$ cat src/rtl/comp_table_arbiter.sv
// Time-shares one single-ported field dictionary among decompress lookups, compress lookups and config writes.
// Optional performance counters are enabled with the COMP_ARB_PERF_CNT_EN macro.
module comp_table_arbiter #(
  parameter int IDX_W        = 8,
  parameter int VAL_W        = 15,
  parameter int STARVE_LIMIT = 4
) (
  input  logic             clk,
  input  logic             reset,
  input  logic             dec_req_valid,
  input  logic [IDX_W-1:0] dec_req_key,
  output logic             dec_req_ready,
  output logic             dec_resp_valid,
  output logic [VAL_W-1:0] dec_resp_val,
  input  logic             cmp_req_valid,
  input  logic [VAL_W-1:0] cmp_req_val,
  output logic             cmp_req_ready,
  output logic             cmp_resp_valid,
  output logic             cmp_resp_hit,
  output logic [IDX_W-1:0] cmp_resp_key,
  input  logic             cfg_load_start,
  input  logic             cfg_load_done,
  input  logic             cfg_wr_valid,
  input  logic [IDX_W-1:0] cfg_wr_idx,
  input  logic [VAL_W-1:0] cfg_wr_val,
  output logic             cfg_wr_ready,
  output logic             loading,
  output logic             tbl_en,
  output logic [1:0]       tbl_op,
  output logic [IDX_W-1:0] tbl_idx,
  output logic [VAL_W-1:0] tbl_val,
  input  logic [VAL_W-1:0] tbl_rdata,
  input  logic             tbl_hit,
  input  logic [IDX_W-1:0] tbl_hit_idx
`ifdef COMP_ARB_PERF_CNT_EN
  ,
  input  logic             perf_clr,
  output logic [31:0]      perf_dec_grants,
  output logic [31:0]      perf_cmp_grants,
  output logic [31:0]      perf_cmp_forced
`endif
);

  typedef enum logic [1:0] {ST_RUN, ST_LOAD, ST_FLUSH} state_e;

  localparam logic [1:0] OP_READ  = 2'b00;
  localparam logic [1:0] OP_MATCH = 2'b01;
  localparam logic [1:0] OP_WRITE = 2'b10;
  localparam logic [3:0] LIMIT    = 4'(STARVE_LIMIT);

  state_e     state_q, state_d;
  logic [3:0] starve_q, starve_d;
  logic       dec_resp_q, dec_resp_d;
  logic       cmp_resp_q, cmp_resp_d;
  logic       dec_gnt, cmp_gnt, wr_gnt, cmp_forced;

  always_comb begin
    // NOTE: every signal gets a default before the case so no path leaves one unassigned (no latches).
    state_d    = state_q;
    starve_d   = starve_q;
    dec_gnt    = 1'b0;
    cmp_gnt    = 1'b0;
    wr_gnt     = 1'b0;
    cmp_forced = 1'b0;
    if (!reset) begin
      unique case (state_q)
        ST_RUN: begin
          cmp_forced = cmp_req_valid && (starve_q == LIMIT);
          cmp_gnt    = cmp_req_valid && (cmp_forced || !dec_req_valid);
          dec_gnt    = dec_req_valid && !cmp_gnt;
          if (!cmp_req_valid || cmp_gnt) begin
            starve_d = 4'd0;
          end else if (starve_q < LIMIT) begin
            starve_d = starve_q + 4'd1;
          end
          if (cfg_load_start) state_d = ST_LOAD;
        end
        ST_LOAD: begin
          wr_gnt = cfg_wr_valid;
          if (cfg_load_done) state_d = ST_FLUSH;
        end
        ST_FLUSH: state_d = ST_RUN;
        default:  state_d = ST_RUN;
      endcase
    end
    dec_resp_d = dec_gnt;
    cmp_resp_d = cmp_gnt;
  end

  // The single winner steers the table port; at most one grant is ever high.
  always_comb begin
    tbl_op  = OP_READ;
    tbl_idx = '0;
    tbl_val = '0;
    if (dec_gnt) begin
      tbl_op  = OP_READ;
      tbl_idx = dec_req_key;
    end else if (cmp_gnt) begin
      tbl_op  = OP_MATCH;
      tbl_val = cmp_req_val;
    end else if (wr_gnt) begin
      tbl_op  = OP_WRITE;
      tbl_idx = cfg_wr_idx;
      tbl_val = cfg_wr_val;
    end
  end

  // NOTE: sequential state uses non-blocking assignments so every flop samples pre-edge values.
  always_ff @(posedge clk) begin
    if (reset) begin
      state_q    <= ST_RUN;
      starve_q   <= 4'd0;
      dec_resp_q <= 1'b0;
      cmp_resp_q <= 1'b0;
    end else begin
      state_q    <= state_d;
      starve_q   <= starve_d;
      dec_resp_q <= dec_resp_d;
      cmp_resp_q <= cmp_resp_d;
    end
  end

  assign dec_req_ready  = dec_gnt;
  assign cmp_req_ready  = cmp_gnt;
  assign cfg_wr_ready   = wr_gnt;
  assign tbl_en         = dec_gnt | cmp_gnt | wr_gnt;
  assign loading        = (state_q == ST_LOAD) || (state_q == ST_FLUSH);
  assign dec_resp_valid = dec_resp_q;
  assign dec_resp_val   = tbl_rdata;
  assign cmp_resp_valid = cmp_resp_q;
  assign cmp_resp_hit   = tbl_hit;
  assign cmp_resp_key   = tbl_hit_idx;

`ifdef COMP_ARB_PERF_CNT_EN
  logic [31:0] perf_dec_q, perf_dec_d;
  logic [31:0] perf_cmp_q, perf_cmp_d;
  logic [31:0] perf_frc_q, perf_frc_d;

  // Saturating counters; a clear request wins over an increment in the same cycle.
  always_comb begin
    perf_dec_d = perf_dec_q;
    perf_cmp_d = perf_cmp_q;
    perf_frc_d = perf_frc_q;
    if (perf_clr) begin
      perf_dec_d = '0;
      perf_cmp_d = '0;
      perf_frc_d = '0;
    end else begin
      if (dec_gnt && (perf_dec_q != '1)) perf_dec_d = perf_dec_q + 32'd1;
      if (cmp_gnt && (perf_cmp_q != '1)) perf_cmp_d = perf_cmp_q + 32'd1;
      if (cmp_forced && (perf_frc_q != '1)) perf_frc_d = perf_frc_q + 32'd1;
    end
  end

  always_ff @(posedge clk) begin
    if (reset) begin
      perf_dec_q <= '0;
      perf_cmp_q <= '0;
      perf_frc_q <= '0;
    end else begin
      perf_dec_q <= perf_dec_d;
      perf_cmp_q <= perf_cmp_d;
      perf_frc_q <= perf_frc_d;
    end
  end

  assign perf_dec_grants = perf_dec_q;
  assign perf_cmp_grants = perf_cmp_q;
  assign perf_cmp_forced = perf_frc_q;
`endif

endmodule
$ cat config.mk
export PLATFORM = sky130hd
export DESIGN_NAME = comp_table_arbiter
export DESIGN_NICKNAME = d
export VERILOG_FILES = /design/src/rtl/comp_table_arbiter.sv
export SDC_FILE = /design/constraint.sdc
export NUM_CORES = 1
export LEC_CHECK = 0
export CAP_MARGIN = 30
export CORE_UTILIZATION = 25
export CTS_CLUSTER_SIZE = 14
export DETAILED_ROUTE_END_ITERATION = 16
export DONT_BUFFER_PORTS = 1
export SETUP_SLACK_MARGIN = 0.15
export SLEW_MARGIN = 20
export SYNTH_ARGS = -nofsm -noshare
export SYNTH_HDL_FRONTEND = slang
export SYNTH_SLANG_ARGS = --single-unit
$ cat constraint.sdc
create_clock -name clk -period 1.45 [get_ports clk]
set_input_delay 0.0725 -clock clk [delete_from_list [all_inputs] [get_ports clk]]
set_output_delay 0.0725 -clock clk [all_outputs]
set_load 0.02 [all_outputs]
* Word level (Yosys, flattened, before mapping) *
Cells that the tools add are included.

word-level totals
  register bits = 8
  input bits = 77

cells by class
  add/subtract/negate cells = 1
  order comparisons = 1
  equal/unequal tests = 5
  muxes and demuxes = 20
  bitwise logic cells = 2
  reductions and logical operators = 13

operators by type and width
  kind                                                count
  two-way mux 15 bit                                  3
  two-way mux 8 bit                                   3
  two-way mux 2 bit                                   5
  two-way mux 4 bit                                   2
  two-way mux 1 bit                                   6
  adder 4 x 1 -> 4 bit, second input constant         1
  == test 4 x 3 -> 1 bit, second input constant       1
  < comparator 4 x 3 -> 1 bit, second input constant  1
  inequality test 2 bit, second input constant        2
  one-hot mux 2 bit (2 select lines)                  1
  AND reduction 2 bit                                 2
  logical AND 1 bit                                   3
  logical NOT 1 bit                                   3
  logical OR 1 bit                                    3
  == test 2 x 1 -> 1 bit, second input constant       1
  == test 2 bit, second input constant                1
  logical NOT 2 bit                                   1
  OR 1 bit                                            2
  nonzero test 2 bit                                  1

* Logic depth before layout (Yosys ltp) *
Gate-level depths: netlist of run 1.

  depth after elaboration = 10
  gate-level depth with buffers = 7
  mapped depth without buffers = 5

* Worst setup path after synthesis of run 1 *
Ideal clock, no wire load.

  path type = reg2out
  from = reg state_q[1]
  to = out tbl_idx[0]
  arrival time = 1.760 ns
  slack = -0.382 ns
  cell stages (with the launch flop) = 7
  path buffers = 1
  cells stage by stage = dfxtp_1 -> inv_1 -> ha_1 -> clkbuf_1 -> nand2b_1 -> nor3_2 -> a22o_1

on the way
  elaborated cells between the ends (all ways) = 11

RTL lines
  what                     line  source
  start, declared          51    state_e state_q, state_d;
  start signal, assigned   116   state_q <= state_d;
  logical NOT 2 bit        66    unique case (state_q)
  two-way mux 1 bit        66
  two-way mux 1 bit        65    if (!reset) begin
  named net dec_req_ready  12    output logic dec_req_ready,
  two-way mux 8 bit        95    if (dec_gnt) begin
  end, declared            30    output logic [IDX_W-1:0] tbl_idx,

The timed path passes the listed nets, and every way through them passes these cells.

* Worst setup path after layout of run 1 *
  from = reg starve_q[0]
  to = out tbl_val[7]

on the way
  cells in the longest elaborated chain, start to end = 9
  elaborated cells between the ends (all ways) = 12

ends and longest elaborated chain
  what                        line  source
  start, declared             52    logic [3:0] starve_q, starve_d;
  start signal, assigned      117   starve_q <= starve_d;
  == test 4 x 3 -> 1 bit (*)  68    cmp_forced = cmp_req_valid && (starve_q == LIMIT);
  logical AND 1 bit (*)       68
  logical OR 1 bit (*)        69    cmp_gnt = cmp_req_valid && (cmp_forced || !dec_req_valid);
  logical AND 1 bit (*)       69
  logical NOT 1 bit           70    dec_gnt = dec_req_valid && !cmp_gnt;
  logical AND 1 bit           70
  two-way mux 1 bit           66
  two-way mux 1 bit           65
  two-way mux 15 bit (*)      95
  end, declared               31    output logic [VAL_W-1:0] tbl_val,

Every way passes the cells marked *; elsewhere a longest branch is shown, timed or not.

==> qor.csv, run 1 <==
stage,metric,value,unit
pwr,cell internal pwr,816,uW
layout,"leading cell type in the layout, fill and taps excluded",a22o_4,
timing,Fin Setup TNS,-7030,ps
drt,drt via density,5.56,
synth,#FFs+latches synth,8,
global_routing,grt ovf,0,
die,die footprint,3940,um2
pwr,Reg power frac,21.2,%
layout,share of cells above drive strength 1,71.0,%
cts,CTS buffer count,3,
die,core area,3440,um2
pwr,Clk pwr share,22.7,%
worst_setup_path,required time worst endpoint,1380,ps
synth,Avg Inst Size Synth,8.63,um2
cts,Clock Tree Buf Depth,2,
layout,Fillers,332,
job,number of max-cap violations,0,
global_routing,initial antenna violation count,0,
synth,Synthesized Nets,190,
pwr,power consumption,1.31,mW
timing,Tcrit/Tclk final,120,%
timing,crit path time final,1740,ps
cts,H-tree depth,1,
pwr,leakage,0.624,nW
layout,area grow syn2layout,53.0,%
timing,worst-case clock skew,3.99,ps
drt,DRT iter0 DRCs,18,
cts,Root Buffer,clkbuf_8,
cts,"Clk Latency, worst-skew pair",240,ps
die,io pins,133,
layout,"Core Util, Final",41.0,%
worst_setup_path,Crit Path Class,flip-flop to output pin,
timing,final hold vios,0,
synth,cell area after synthesis,923,um2
synth,Ys Warns,0,
layout,most frequent cells in the layout,"23 x a22o_4, 14 x buf_4, 4 x dfxtp_1, 4 x buf_6",
place,Place WS,-124,ps
run_status,outcome,"complete, but fails checks",
pwr,sw power,493,uW
drt,routed wire length,3.39,mm
die,die height,62.8,um
synth,Syn Inst Count,107,
pwr,sw frac,37.7,%
global_routing,global-route wire length before repair,5.01,mm
drt,ANT nets after route,0,
timing,Achievable Freq,573,MHz
synth,sequential share of the synthesized area,17.3,%
cts,CTS tree,yes,
drt,DR DRC count,0,
timing,Slew HR,65.3,%
die,Core Rows,21,
worst_setup_path,CP Launch Type,flip-flop,
timing,Least-Margin Pin Slew,515,ps
place,port bufs,0,
pwr,total power per unit cell area,927,nW/um2
timing,count of final setup violators,29,
worst_setup_path,critical-path maximum fanout,8,
drt,Via Count,851,
pwr,Logic pwr share,56.1,%
synth,synth unique cells,28,
worst_setup_path,"Arr. time, crit path",1670,ps
layout,nets@finish,192,
cts,Worst-path clk slew,50,ps
place,RD Place Congestion,0.800,
drt,DR pass1 iterations,4,
die,Initial Util,26.8,%
die,die width,62.8,um
place,Post-DP HPWL,2.33,mm
global_routing,largest net degree at the start of global routing,13,
worst_setup_path,critical path capture point type,output pin,
pwr,Max VDD drop,560,uV
run_status,failing checks,negative setup slack,
worst_hold_path,worst hold path type,input port to flip-flop,
layout,# diodes,0,
global_routing,vias in the first global route,887,
timing,final setup margin,-294,ps
timing,max-slew violation count,0,
global_routing,Total GRT Usage,16.9,%
cts,clock tree sinks,8,
drt,Avg WL per Cell,22.1,um
timing,unrepaired setup endpoints after global routing,true,
## cell families (layout without fill, tap and decap cells)
kind of cell | after synthesis | after routing | share of synthesized area, %
buffers and inverters | 38 | 37 | 27.9
AOI/OAI and AO/OA | 37 | 38 | 33.5
and+or+nand+nor | 17 | 17 | 11.9
DFF | 8 | 8 | 17.3
adders and majority gates | 6 | 6 | 8.13
muxes | 1 | 1 | 1.22
## Yosys cell counts
master | n | area [um2]
a21boi_0 | 1 | 7.51
a21oi_1 | 2 | 10.0
a22o_1 | 24 | 210
a311oi_1 | 1 | 8.76
a32o_1 | 1 | 10.0
and4b_1 | 1 | 10.0
buf_2 | 2 | 10.0
buf_4 | 24 | 180
buf_6 | 3 | 33.8
clkbuf_1 | 1 | 3.75
dfxtp_1 | 8 | 160
ha_1 | 6 | 75.1
inv_1 | 8 | 30.0
mux2_2 | 1 | 11.3
nand2_1 | 1 | 3.75
nand2b_1 | 3 | 18.8
nand3b_1 | 1 | 7.51
nor2_1 | 2 | 7.51
nor2b_1 | 3 | 18.8
nor3_1 | 2 | 10.0
nor3_2 | 1 | 10.0
nor4_1 | 1 | 6.26
o2111a_1 | 2 | 22.5
o2111a_2 | 1 | 12.5
o21a_1 | 1 | 7.51
o21ai_0 | 4 | 20.0
or3b_1 | 1 | 8.76
or3b_2 | 1 | 8.76
## critical path, cell delays in order (launching register included)
cell      delay [ps]
dfxtp_2          330
inv_2             50
ha_4             150
and4b_2          230
o2111a_2         360
a22o_4           310
## stage by stage
step	hold slack [ps]	instance area (um2)	cells
finish	63.0	1410	153
global route	75.9	1410	153
CTS	62.9	1380	150
detailed placement	142	1070	135
global placement	137	1070	135
floorplan	134	1150	107
## power by group through the flow
stage	clock, mW	combinational (mW)	sequential [mW]
finish	0.297	0.734	0.277
global route	0.309	0.772	0.279
CTS	0.301	0.711	0.276
detailed placement	0	0.544	0.270
global placement	0	0.532	0.270
floorplan	0	0.548	0.267
## registers in the layout, indices dropped and copies added, names as in the netlist
signal and count:
state_q 2, starve_q 4, cmp_resp_valid 1, dec_resp_valid 1
## cell type report
type / instances / area [um2] / area share, %
clock buffer: 3 / 41.3 / 2.92
inverter: 8 / 37.5 / 2.66
multi-input combinational: 62 / 808 / 57.2
sequential: 8 / 168 / 11.9
tap: 46 / 57.6 / 4.07
timing repair buffer: 26 / 300 / 21.3
## layer usage
layer	track usage [%]	wire (um)	vias to the layer above
met5	0	0	-
met4	10.2	97	0
met3	7.48	402	13
met2	27.4	1670	71
met1	18.1	1220	389
li1	-	-	378
## what timing repair did
| action | CTS | global route |
|---|---|---|
| setup buffers | 7 | 3 |
| gates cloned | 3 | 0 |
| pin swaps | 13 | 3 |
| endpoints found under the hold margin | 4 | 0 |
| endpoints found under the setup margin | 34 | 34 |
| hold buffers | 2 | 0 |
| resized for setup | 30 | 3 |
## worst paths after layout
| kind | from | end | slack (ps) | cells after the start |
|---|---|---|---|---|
| hold / removal | reset | dec_resp_valid | 60 | 2 |
| setup / recovery | starve_q[0] | tbl_val[7] | -290 | 5 |
| hold reg to reg | starve_q[3] | starve_q[3] | 530 | 2 |
| setup reg to reg | state_q[0] | starve_q[0] | -40 | 6 |
Power figures use the tool's default switching activity.
==> inputs of run 2 (changes only) <==
- SKIP_CTS_REPAIR_TIMING: unset -> 1
- clock period: 1.45 -> 1.9 ns (I/O delays scaled with it)
==> qor.csv, run 2 (synthesis gave the netlist of run 1 again) <==
stage,metric,value,unit
worst_setup_path,critical-path maximum fanout,16,
drt,DR DRC count,0,
pwr,sw power,324,uW
cts,Worst-path clk slew,40,ps
layout,Largest Register,starve_q,
place,port bufs,0,
layout,most frequent cells in the layout,"21 x a22o_4, 7 x buf_4, 5 x inv_1, 5 x dfxtp_1, 4 x o21ai_0",
worst_hold_path,worst hold path type,input port to flip-flop,
timing,unrepaired setup endpoints after global routing,true,
die,core area,3440,um2
timing,Slew HR,68.1,%
die,Core Rows,21,
layout,# diodes,0,
drt,ANT nets after route,0,
worst_setup_path,"Arr. time, crit path",1780,ps
worst_setup_path,required time worst endpoint,1800,ps
layout,share of cells above drive strength 1,59.4,%
place,Post-DP HPWL,2.44,mm
cts,CTS buffer count,3,
cts,"Clk Latency, worst-skew pair",240,ps
timing,crit path time final,1880,ps
run_status,outcome,"complete, no violations",
die,Initial Util,26.8,%
timing,final setup margin,23.1,ps
drt,Via Count,818,
layout,final instance area,1230,um2
timing,count of final setup violators,0,
cts,Root Buffer,clkbuf_8,
die,die width,62.8,um
place,Placed Cells,127,
pwr,Max VDD drop,232,uV
cts,CTS tree,yes,
worst_setup_path,critical path capture point type,output pin,
timing,Least-Margin Pin Slew,474,ps
global_routing,Total GRT Usage,14.7,%
timing,Achievable Freq,533,MHz
die,io pins,133,
worst_setup_path,R2R cell count,5,
place,RD Place Congestion,0.779,
timing,Fin Setup TNS,0,ps
global_routing,vias in the first global route,754,
drt,drt via density,5.76,
cts,Clock Tree Buf Depth,2,
layout,Final Non-Filler Cells,142,
cts,H-tree depth,1,
global_routing,grt ovf,0,
layout,"leading cell type in the layout, fill and taps excluded",a22o_4,
drt,Avg WL per Cell,24.4,um
job,number of max-cap violations,0,
drt,DR pass1 iterations,4,
drt,routed wire length,3.47,mm
pwr,Clk pwr share,25.1,%
global_routing,initial antenna violation count,0,
drt,DRT iter0 DRCs,29,
die,die height,62.8,um
layout,nets@finish,181,
place,Post-DP Area,805,um2
worst_setup_path,Crit Path Class,flip-flop to output pin,
worst_setup_path,CP Launch Type,flip-flop,
timing,worst-case clock skew,4.43,ps
global_routing,largest net degree at the start of global routing,25,
global_routing,global-route wire length before repair,4.17,mm
worst_hold_path,cell depth of the worst min-delay path,1,
pwr,Logic pwr share,50.8,%
pwr,leakage,0.537,nW
pwr,cell internal pwr,527,uW
pwr,total power per unit cell area,691,nW/um2
place,Place WS,153,ps
layout,area grow syn2layout,33.5,%
pwr,sw frac,38.1,%
timing,final hold vios,0,
die,die footprint,3940,um2
timing,max-slew violation count,0,
layout,number of flip-flops in the largest register,4,
layout,Fillers,342,
timing,Tcrit/Tclk final,98.8,%
pwr,Reg power frac,24.1,%
layout,Regs by FF count,"starve_q x4, state_q x2",
cts,clock tree sinks,8,
==> run 2: power groups by stage <==
stage / logic [mW] / registers (mW) / clock network, mW
after floorplan: 0.323 / 0.199 / 0
after global placement: 0.291 / 0.201 / 0
after detailed placement: 0.296 / 0.204 / 0
after CTS: 0.298 / 0.201 / 0.217
after global routing: 0.458 / 0.206 / 0.224
final: 0.433 / 0.205 / 0.214
==> run 2: worst max-delay path: stages, from the launching register on <==
cell and delay (ps):
dfxtp_2 350, inv_2 50, ha_4 160, and4b_2 270
o2111a_2 280, buf_12 160, a22o_4 280
==> run 2: worst paths after layout <==
kind                 start        endpoint  slack (ps)
max reg2reg     state_q[0]     starve_q[0]         400
min          cmp_req_valid  cmp_resp_valid          20
min reg2reg    starve_q[3]     starve_q[3]         510
max            starve_q[1]      tbl_val[2]          20
==> run 2: routing by layer <==
metal  GRT usage [%]  wire, um  vias to the layer above
met4            11.3       102                        0
met3            5.29       340                       17
met5               0         0                        -
met2            27.7      1840                       69
li1                -         -                      352
met1            12.2      1180                      380
==> run 2: area by class of cell <==
cell class / count / area (um2) / area share [%]
Clock buffer: 3 / 41.3 / 3.35
Sequential cell: 8 / 164 / 13.3
Tap cell: 46 / 57.6 / 4.67
Multi-Input combinational cell: 62 / 753 / 61.1
Inverter: 8 / 30.0 / 2.44
Timing Repair Buffer: 15 / 186 / 15.1
==> run 2: metrics by stage <==
stage / util (%) / hold slack, ps / power (mW)
detailed placement: 23.4 / 168 / 0.500
global placement: 23.4 / 169 / 0.492
global route: 35.8 / 16.1 / 0.888
floorplan: - / 164 / 0.523
CTS: 24.6 / -78.2 / 0.716
finish: 35.8 / 20.4 / 0.851
